`config.mk`:
```
export PLATFORM = sky130hd
export DESIGN_NAME = pz_da_spi_rx
export DESIGN_NICKNAME = d
export VERILOG_FILES = /design/src/rtl/pz_da_pkg.sv /design/src/rtl/pz_sync_edge.sv /design/src/rtl/pz_da_spi_rx.sv
export SDC_FILE = /design/constraint.sdc
export NUM_CORES = 1
export LEC_CHECK = 0
export ABC_AREA = 0
export BUFFER_PORTS_ARGS = -buffer_cell sky130_fd_sc_hd__buf_2
export CORE_MARGIN = 2
export CORE_UTILIZATION = 25
export CTS_CLUSTER_DIAMETER = 50
export DETAILED_ROUTE_END_ITERATION = 8
export HOLD_SLACK_MARGIN = 0.06
export PLACE_DENSITY = 0.53
export SLEW_MARGIN = 20
export SYNTH_ARGS = -nofsm -noshare
export SYNTH_HDL_FRONTEND = slang
export SYNTH_SLANG_ARGS = --single-unit
```
`constraint.sdc`:
```
create_clock -name clk -period 3.1 [get_ports clk]
set_input_delay 0.31 -clock clk [delete_from_list [all_inputs] [get_ports clk]]
set_output_delay 0.31 -clock clk [all_outputs]
set_load 0.05 [all_outputs]
```
`src/rtl/pz_da_pkg.sv`:
```
// Shared definitions for the DAC serial link: frame geometry, command/address
// codes, responder state encoding and the channel-update decode.
package pz_da_pkg;

    localparam int DEF_FRAME_BITS = 24;
    localparam int DEF_DATA_W     = 16;

    localparam logic [2:0] CMD_WR_UPD = 3'b011;

    localparam logic [2:0] ADDR_A   = 3'b000;
    localparam logic [2:0] ADDR_B   = 3'b001;
    localparam logic [2:0] ADDR_ALL = 3'b111;

    typedef enum logic [1:0] {
        ST_IDLE  = 2'd0,
        ST_SHIFT = 2'd1,
        ST_FULL  = 2'd2
    } pz_da_state_e;

    // Returns {load_b, load_a} for a committed word.
    function automatic logic [1:0] ch_upd_mask(input logic [2:0] cmd, input logic [2:0] addr);
        logic [1:0] mask;
        mask = 2'b00;
        if (cmd == CMD_WR_UPD) begin
            case (addr)
                ADDR_A:   mask = 2'b01;
                ADDR_B:   mask = 2'b10;
                ADDR_ALL: mask = 2'b11;
                default:  mask = 2'b00;
            endcase
        end else begin
            mask = 2'b00;
        end
        return mask;
    endfunction

endpackage

```
`src/rtl/pz_sync_edge.sv`:
```
// Two-flop synchronizer for one asynchronous input, followed by a history
// flop that yields single-cycle rise/fall strikes in the clk domain.
module pz_sync_edge #(
    parameter logic RST_VAL = 1'b0
) (
    input  logic clk,
    input  logic rst,
    input  logic async_in,
    output logic level,
    output logic rise,
    output logic fall
);

    logic [1:0] sync_r;
    logic       hist_r;

    // Synchronizer chain and history flop, reset to the line's idle level.
    always_ff @(posedge clk) begin
        if (rst) begin
            sync_r <= {RST_VAL, RST_VAL};
            hist_r <= RST_VAL;
        end else begin
            sync_r <= {sync_r[0], async_in};
            hist_r <= sync_r[1];
        end
    end

    assign level = sync_r[1];
    assign rise  = sync_r[1] & ~hist_r;
    assign fall  = ~sync_r[1] & hist_r;

endmodule

```
`src/rtl/pz_da_spi_rx.sv`:
```
// SPI responder for the 24-bit DAC link: deframes nsync/sclk/mosi into
// command/address/data words, maintains channel A/B codes, daisy-chains MISO.
module pz_da_spi_rx
    import pz_da_pkg::*;
#(
    parameter int FRAME_BITS = DEF_FRAME_BITS,
    parameter int DATA_W     = DEF_DATA_W
) (
    input  logic              clk,
    input  logic              rst,
    input  logic              spi_sclk,
    input  logic              spi_nsync,
    input  logic              spi_mosi,
    output logic              spi_miso,
    output logic              word_valid,
    output logic [2:0]        word_cmd,
    output logic [2:0]        word_addr,
    output logic [DATA_W-1:0] word_data,
    output logic [DATA_W-1:0] ch_a,
    output logic [DATA_W-1:0] ch_b,
    output logic              frame_err
);

    logic sclk_lvl_s, sclk_rise_s, sclk_fall_s;
    logic nsync_lvl_s, nsync_rise_s, nsync_fall_s;
    logic mosi_lvl_s, mosi_rise_s, mosi_fall_s;
    logic unused_s;

    pz_sync_edge #(.RST_VAL(1'b0)) u_sync_sclk (
        .clk(clk), .rst(rst), .async_in(spi_sclk),
        .level(sclk_lvl_s), .rise(sclk_rise_s), .fall(sclk_fall_s)
    );

    pz_sync_edge #(.RST_VAL(1'b1)) u_sync_nsync (
        .clk(clk), .rst(rst), .async_in(spi_nsync),
        .level(nsync_lvl_s), .rise(nsync_rise_s), .fall(nsync_fall_s)
    );

    pz_sync_edge #(.RST_VAL(1'b0)) u_sync_mosi (
        .clk(clk), .rst(rst), .async_in(spi_mosi),
        .level(mosi_lvl_s), .rise(mosi_rise_s), .fall(mosi_fall_s)
    );

    assign unused_s = ^{sclk_lvl_s, nsync_lvl_s, mosi_rise_s, mosi_fall_s};

    pz_da_state_e              state_r, state_nx_s;
    logic [FRAME_BITS-1:0]     shift_r;
    logic [FRAME_BITS-1:0]     frame_nx_s;
    logic [4:0]                cnt_r;
    logic                      ovr_r;
    logic                      last_fall_s;
    logic                      commit_s, err_s, shift_s, clr_cnt_s, ovr_set_s, miso_en_s;
    logic [1:0]                upd_mask_s;

    assign frame_nx_s  = {shift_r[FRAME_BITS-2:0], mosi_lvl_s};
    assign last_fall_s = sclk_fall_s & (cnt_r == 5'(FRAME_BITS - 1));
    assign upd_mask_s  = ch_upd_mask(frame_nx_s[21:19], frame_nx_s[18:16]);

    // State register.
    always_ff @(posedge clk) begin
        if (rst) begin
            state_r <= ST_IDLE;
        end else begin
            state_r <= state_nx_s;
        end
    end

    // Next-state decode; a last fall coinciding with nsync rise commits and returns to IDLE.
    always_comb begin
        state_nx_s = state_r;
        case (state_r)
            ST_IDLE: begin
                if (nsync_fall_s) state_nx_s = ST_SHIFT;
                else              state_nx_s = ST_IDLE;
            end
            ST_SHIFT: begin
                if (last_fall_s)       state_nx_s = nsync_rise_s ? ST_IDLE : ST_FULL;
                else if (nsync_rise_s) state_nx_s = ST_IDLE;
                else                   state_nx_s = ST_SHIFT;
            end
            ST_FULL: begin
                if (nsync_rise_s) state_nx_s = ST_IDLE;
                else              state_nx_s = ST_FULL;
            end
            default: state_nx_s = ST_IDLE;
        endcase
    end

    // Per-state datapath strobes.
    always_comb begin
        commit_s  = 1'b0;
        err_s     = 1'b0;
        shift_s   = 1'b0;
        clr_cnt_s = 1'b0;
        ovr_set_s = 1'b0;
        miso_en_s = 1'b0;
        case (state_r)
            ST_IDLE: begin
                clr_cnt_s = nsync_fall_s;
            end
            ST_SHIFT: begin
                shift_s   = sclk_fall_s;
                commit_s  = last_fall_s;
                err_s     = nsync_rise_s & ~last_fall_s;
                miso_en_s = 1'b1;
            end
            ST_FULL: begin
                ovr_set_s = sclk_fall_s;
                err_s     = nsync_rise_s & (ovr_r | sclk_fall_s);
                miso_en_s = 1'b1;
            end
            default: begin
                commit_s = 1'b0;
            end
        endcase
    end

    // Bit counter (saturating at FRAME_BITS), overrun flag and shift register.
    always_ff @(posedge clk) begin
        if (rst) begin
            cnt_r   <= 5'd0;
            ovr_r   <= 1'b0;
            shift_r <= '0;
        end else begin
            if (clr_cnt_s) begin
                cnt_r <= 5'd0;
                ovr_r <= 1'b0;
            end else begin
                if (shift_s && (cnt_r != 5'(FRAME_BITS))) cnt_r <= cnt_r + 5'd1;
                if (ovr_set_s) ovr_r <= 1'b1;
            end
            if (shift_s) shift_r <= frame_nx_s;
        end
    end

    // Committed word, channel codes and one-cycle strikes.
    always_ff @(posedge clk) begin
        if (rst) begin
            word_valid <= 1'b0;
            frame_err  <= 1'b0;
            word_cmd   <= 3'd0;
            word_addr  <= 3'd0;
            word_data  <= '0;
            ch_a       <= '0;
            ch_b       <= '0;
        end else begin
            word_valid <= commit_s;
            frame_err  <= err_s;
            if (commit_s) begin
                word_cmd  <= frame_nx_s[21:19];
                word_addr <= frame_nx_s[18:16];
                word_data <= frame_nx_s[DATA_W-1:0];
                if (upd_mask_s[0]) ch_a <= frame_nx_s[DATA_W-1:0];
                if (upd_mask_s[1]) ch_b <= frame_nx_s[DATA_W-1:0];
            end
        end
    end

    // Daisy-chain output: previous register MSB on each SCLK rise, parked low in IDLE.
    always_ff @(posedge clk) begin
        if (rst) begin
            spi_miso <= 1'b0;
        end else if (!miso_en_s) begin
            spi_miso <= 1'b0;
        end else if (sclk_rise_s) begin
            spi_miso <= shift_r[FRAME_BITS-1];
        end else begin
            spi_miso <= spi_miso;
        end
    end

endmodule

```
==> metrics.cfg <==
[status]
status=finished, final reports clean

[logic_synthesis]
synth-seq-area-share=0.520
synth_fa_ha_area_frac=0.0201
netlist_top_cells_area=dfxtp_1 52%, nand2_1 9.9%, mux2i_1 8.9%, nand2b_1 8.4%, a21oi_1 6.4%
synth_compound_area_frac=0.0828
ys_types=32
muxShareOfSynthArea=0.0885
ys_ff_latch=97
synth.avg_cell_area_um2=9.17
netlist_area_um2=3730
yosys.area.top_type_share=0.520
synth_top_cell_by_area=dfxtp_1
syn-num-nets=418
synthXorXnorAreaFrac=0.00939
yosys.area_share.simple=0.240
syn_inst=407
synth_top_family_by_area=simple AND/OR/NAND/NOR gates
yosys_warnings=0

[timing]
slew_viol_final=0
setup_viol=0
period_needed_ps=2170
skew_ps=10.1
post-route-period-util=0.700
slew_headroom=0.405
max_freq_mhz=461
grt_setup_unrepaired=false
finalHoldViolCount=0
tightest_slew_ps=893
setup_tns_ps=0
hold_slack_ps=156
setup_ws_ps=930

[pwr]
ir_drop_mv=0.259
switchingPower_w=0.000499
power.share.combinational=0.019
power.density_nw_per_um2=538
seqPwrFrac=0.518
cellLeakagePower_nw=1.83
p_sw_frac=0.206
clkPwrFrac=0.463
internal_power_w=0.00192

[detailed_routing]
postRouteAntennaNets=0
drt_pre_antenna_iters=4
dr_total_vias=2762
wire_per_inst_um=12.6
drc_errors=0
drt_iter0_drc=150
detail_route.vias_per_cell=4.25
wirelength_um=8170

[setup_path]
required_ps=3370
critPathMaxFanout=26
critPathSlowestCell=a2111oi_4
crit_chain=inv_1 -> ha_1 -> nand3b_4 -> a2111oi_4 -> o21a_1 -> buf_4 -> mux2i_1
arrival_ps=2440
critPathKind=reg -> reg
cp_slowest_stage_delay_ps=450
crit_path_start_kind=flop
worst_setup_path_end_kind=flop

[placement]
routabilityCongestion=0.741
port_buffers=61
post-place-ws_ps=963
hpwl_um=5670
placed_cell_area_um2=4190

[clocking]
clockRootBuffer=clkbuf_16
clk_latency_ps=340
post_cts_buffers=0
hold_buffers=0
numCtsBuffers=9
cts_sinks=97
cts.path.max_buffers=2
clk_pin_slew_worst_paths_ps=70
cts_htree_levels=3
cts_tree=built
cts_resized=0

[grt]
grt_use_total=0.106
grt_pass1_vias=2766
grt_first_pass_wirelength_um=13500
grt_overflow=0
grt_max_degree=52
antenna_found_initial=0

[die]
design.die.area_um2=15900
die_w_um=126
core_um2=14500
rows=44
initial_core_util=0.257
num_io_pins=62
dieHeight_um=126

[finish]
num_antenna_cells=0
nets=472
area_delta_synth_final_pct=20.7
drive_above_1_share=0.193
fin_area_um2=4500
utilization=0.310

[flow_run]
maxCapViolations=0

[hold_path]
min_path_type=in -> reg

cell usage in the layout (no fill, tap or decap), drive strengths merged, types with 3 or more instances in the layout:
master and count:
a21oi 48, buf 68, clkbuf 11, dfxtp 97, ha 6, inv 6, mux2i 33, nand2 98
nand2b 50, nor2 13, nor2b 7, or2 4, xor2 3
kinds of logic (layout without fill, tap and decap cells):
logic type	Yosys count	count (layout)
AOI/OAI and AO/OA	54	54
xor gates and xnor gates	4	4
adders and majority gates	6	6
buffers and inverters	29	88
DFF	97	97
muxes	33	33
and+or+nand+nor	184	184
worst paths after layout:
| check | start | to | slack (ps) | cells past startpoint |
|---|---|---|---|---|
| worst max-delay path | state_r[1] | ch_b[7] | 930 | 7 |
| worst min register to register | u_sync_nsync.sync_r[0] | u_sync_nsync.sync_r[1] | 410 | 1 |
| worst max register to register | state_r[1] | ch_b[7] | 930 | 7 |
| worst min-delay path | spi_nsync | u_sync_nsync.sync_r[0] | 160 | 2 |
per-layer routing:
layer / routed length, µm / vias to the layer above / global-route usage
met4: 78 / 0 / 0.0291
met2: 3610 / 50 / 0.170
li1: - / 1433 / -
met1: 3970 / 1273 / 0.128
met5: 0 / - / 0
met3: 507 / 6 / 0.0493
cells in the mapped netlist:
| library cell | count |
|---|---|
| ha_1 | 6 |
| or2_2 | 4 |
| a31oi_1 | 1 |
| mux2i_1 | 33 |
| buf_1 | 1 |
| and2b_1 | 1 |
| xor2_1 | 3 |
| and4b_1 | 1 |
| nor2_1 | 13 |
| inv_1 | 4 |
| nor3_1 | 1 |
| o21ai_2 | 1 |
| a2111oi_0 | 1 |
| dfxtp_1 | 97 |
| buf_6 | 2 |
| nand2_1 | 98 |
| a21oi_1 | 48 |
| a2111oi_4 | 1 |
| nand4b_1 | 2 |
| nand3b_4 | 1 |
| o211a_1 | 1 |
| nor2b_1 | 7 |
| and3b_1 | 1 |
| buf_2 | 3 |
| o21a_1 | 1 |
| buf_12 | 1 |
| nand3_1 | 2 |
| nand2b_1 | 50 |
| nand4_1 | 2 |
| xnor2_1 | 1 |
| clkbuf_1 | 18 |
| nand3b_1 | 1 |
per-stage QoR:
stage / cells / power (W)
final: 650 / 0.00242
after global routing: 650 / 0.00252
after CTS: 650 / 0.00247
after detailed placement: 634 / 0.00133
after global placement: 634 / 0.00133
after floorplan: 407 / 0.00132
power groups by stage:
stage	logic [W]	registers (W)	clock network, W
finish	0.0000468	0.00125	0.00112
global route	0.0000520	0.00125	0.00122
CTS	0.0000473	0.00125	0.00116
detailed placement	0.0000472	0.00128	0
global placement	0.0000462	0.00128	0
floorplan	0.0000368	0.00128	0
layout make-up:
| cell class | count | area, µm² |
|---|---|---|
| fill | 1544 | 10000 |
| timing repair buffer | 68 | 358 |
| sequential | 97 | 1940 |
| clock buffer | 11 | 243 |
| tap | 184 | 230 |
| multi-input combinational | 281 | 1650 |
| inverter | 4 | 15.0 |
| clock inverter | 5 | 61.3 |
critical path: cells and delay by family, from the launching register on:
kind                       cells  cell delay (ps)
AOI/OAI and AO/OA              2              630
adders and majority gates      1              220
buffers and inverters          2              370
DFF                            1              330
muxes                          1              240
and+or+nand+nor                1              300
state kept, by name, summed over array words and instances (netlist names), 2 cells and up:
register and count:
word_data 16, shift_r 24, u_sync_mosi.sync_r 2, u_sync_sclk.sync_r 2, word_cmd 3, ch_b 16
u_sync_nsync.sync_r 2, word_addr 3, state_r 2, ch_a 16, cnt_r 5
(Power assumes the default switching activity.)
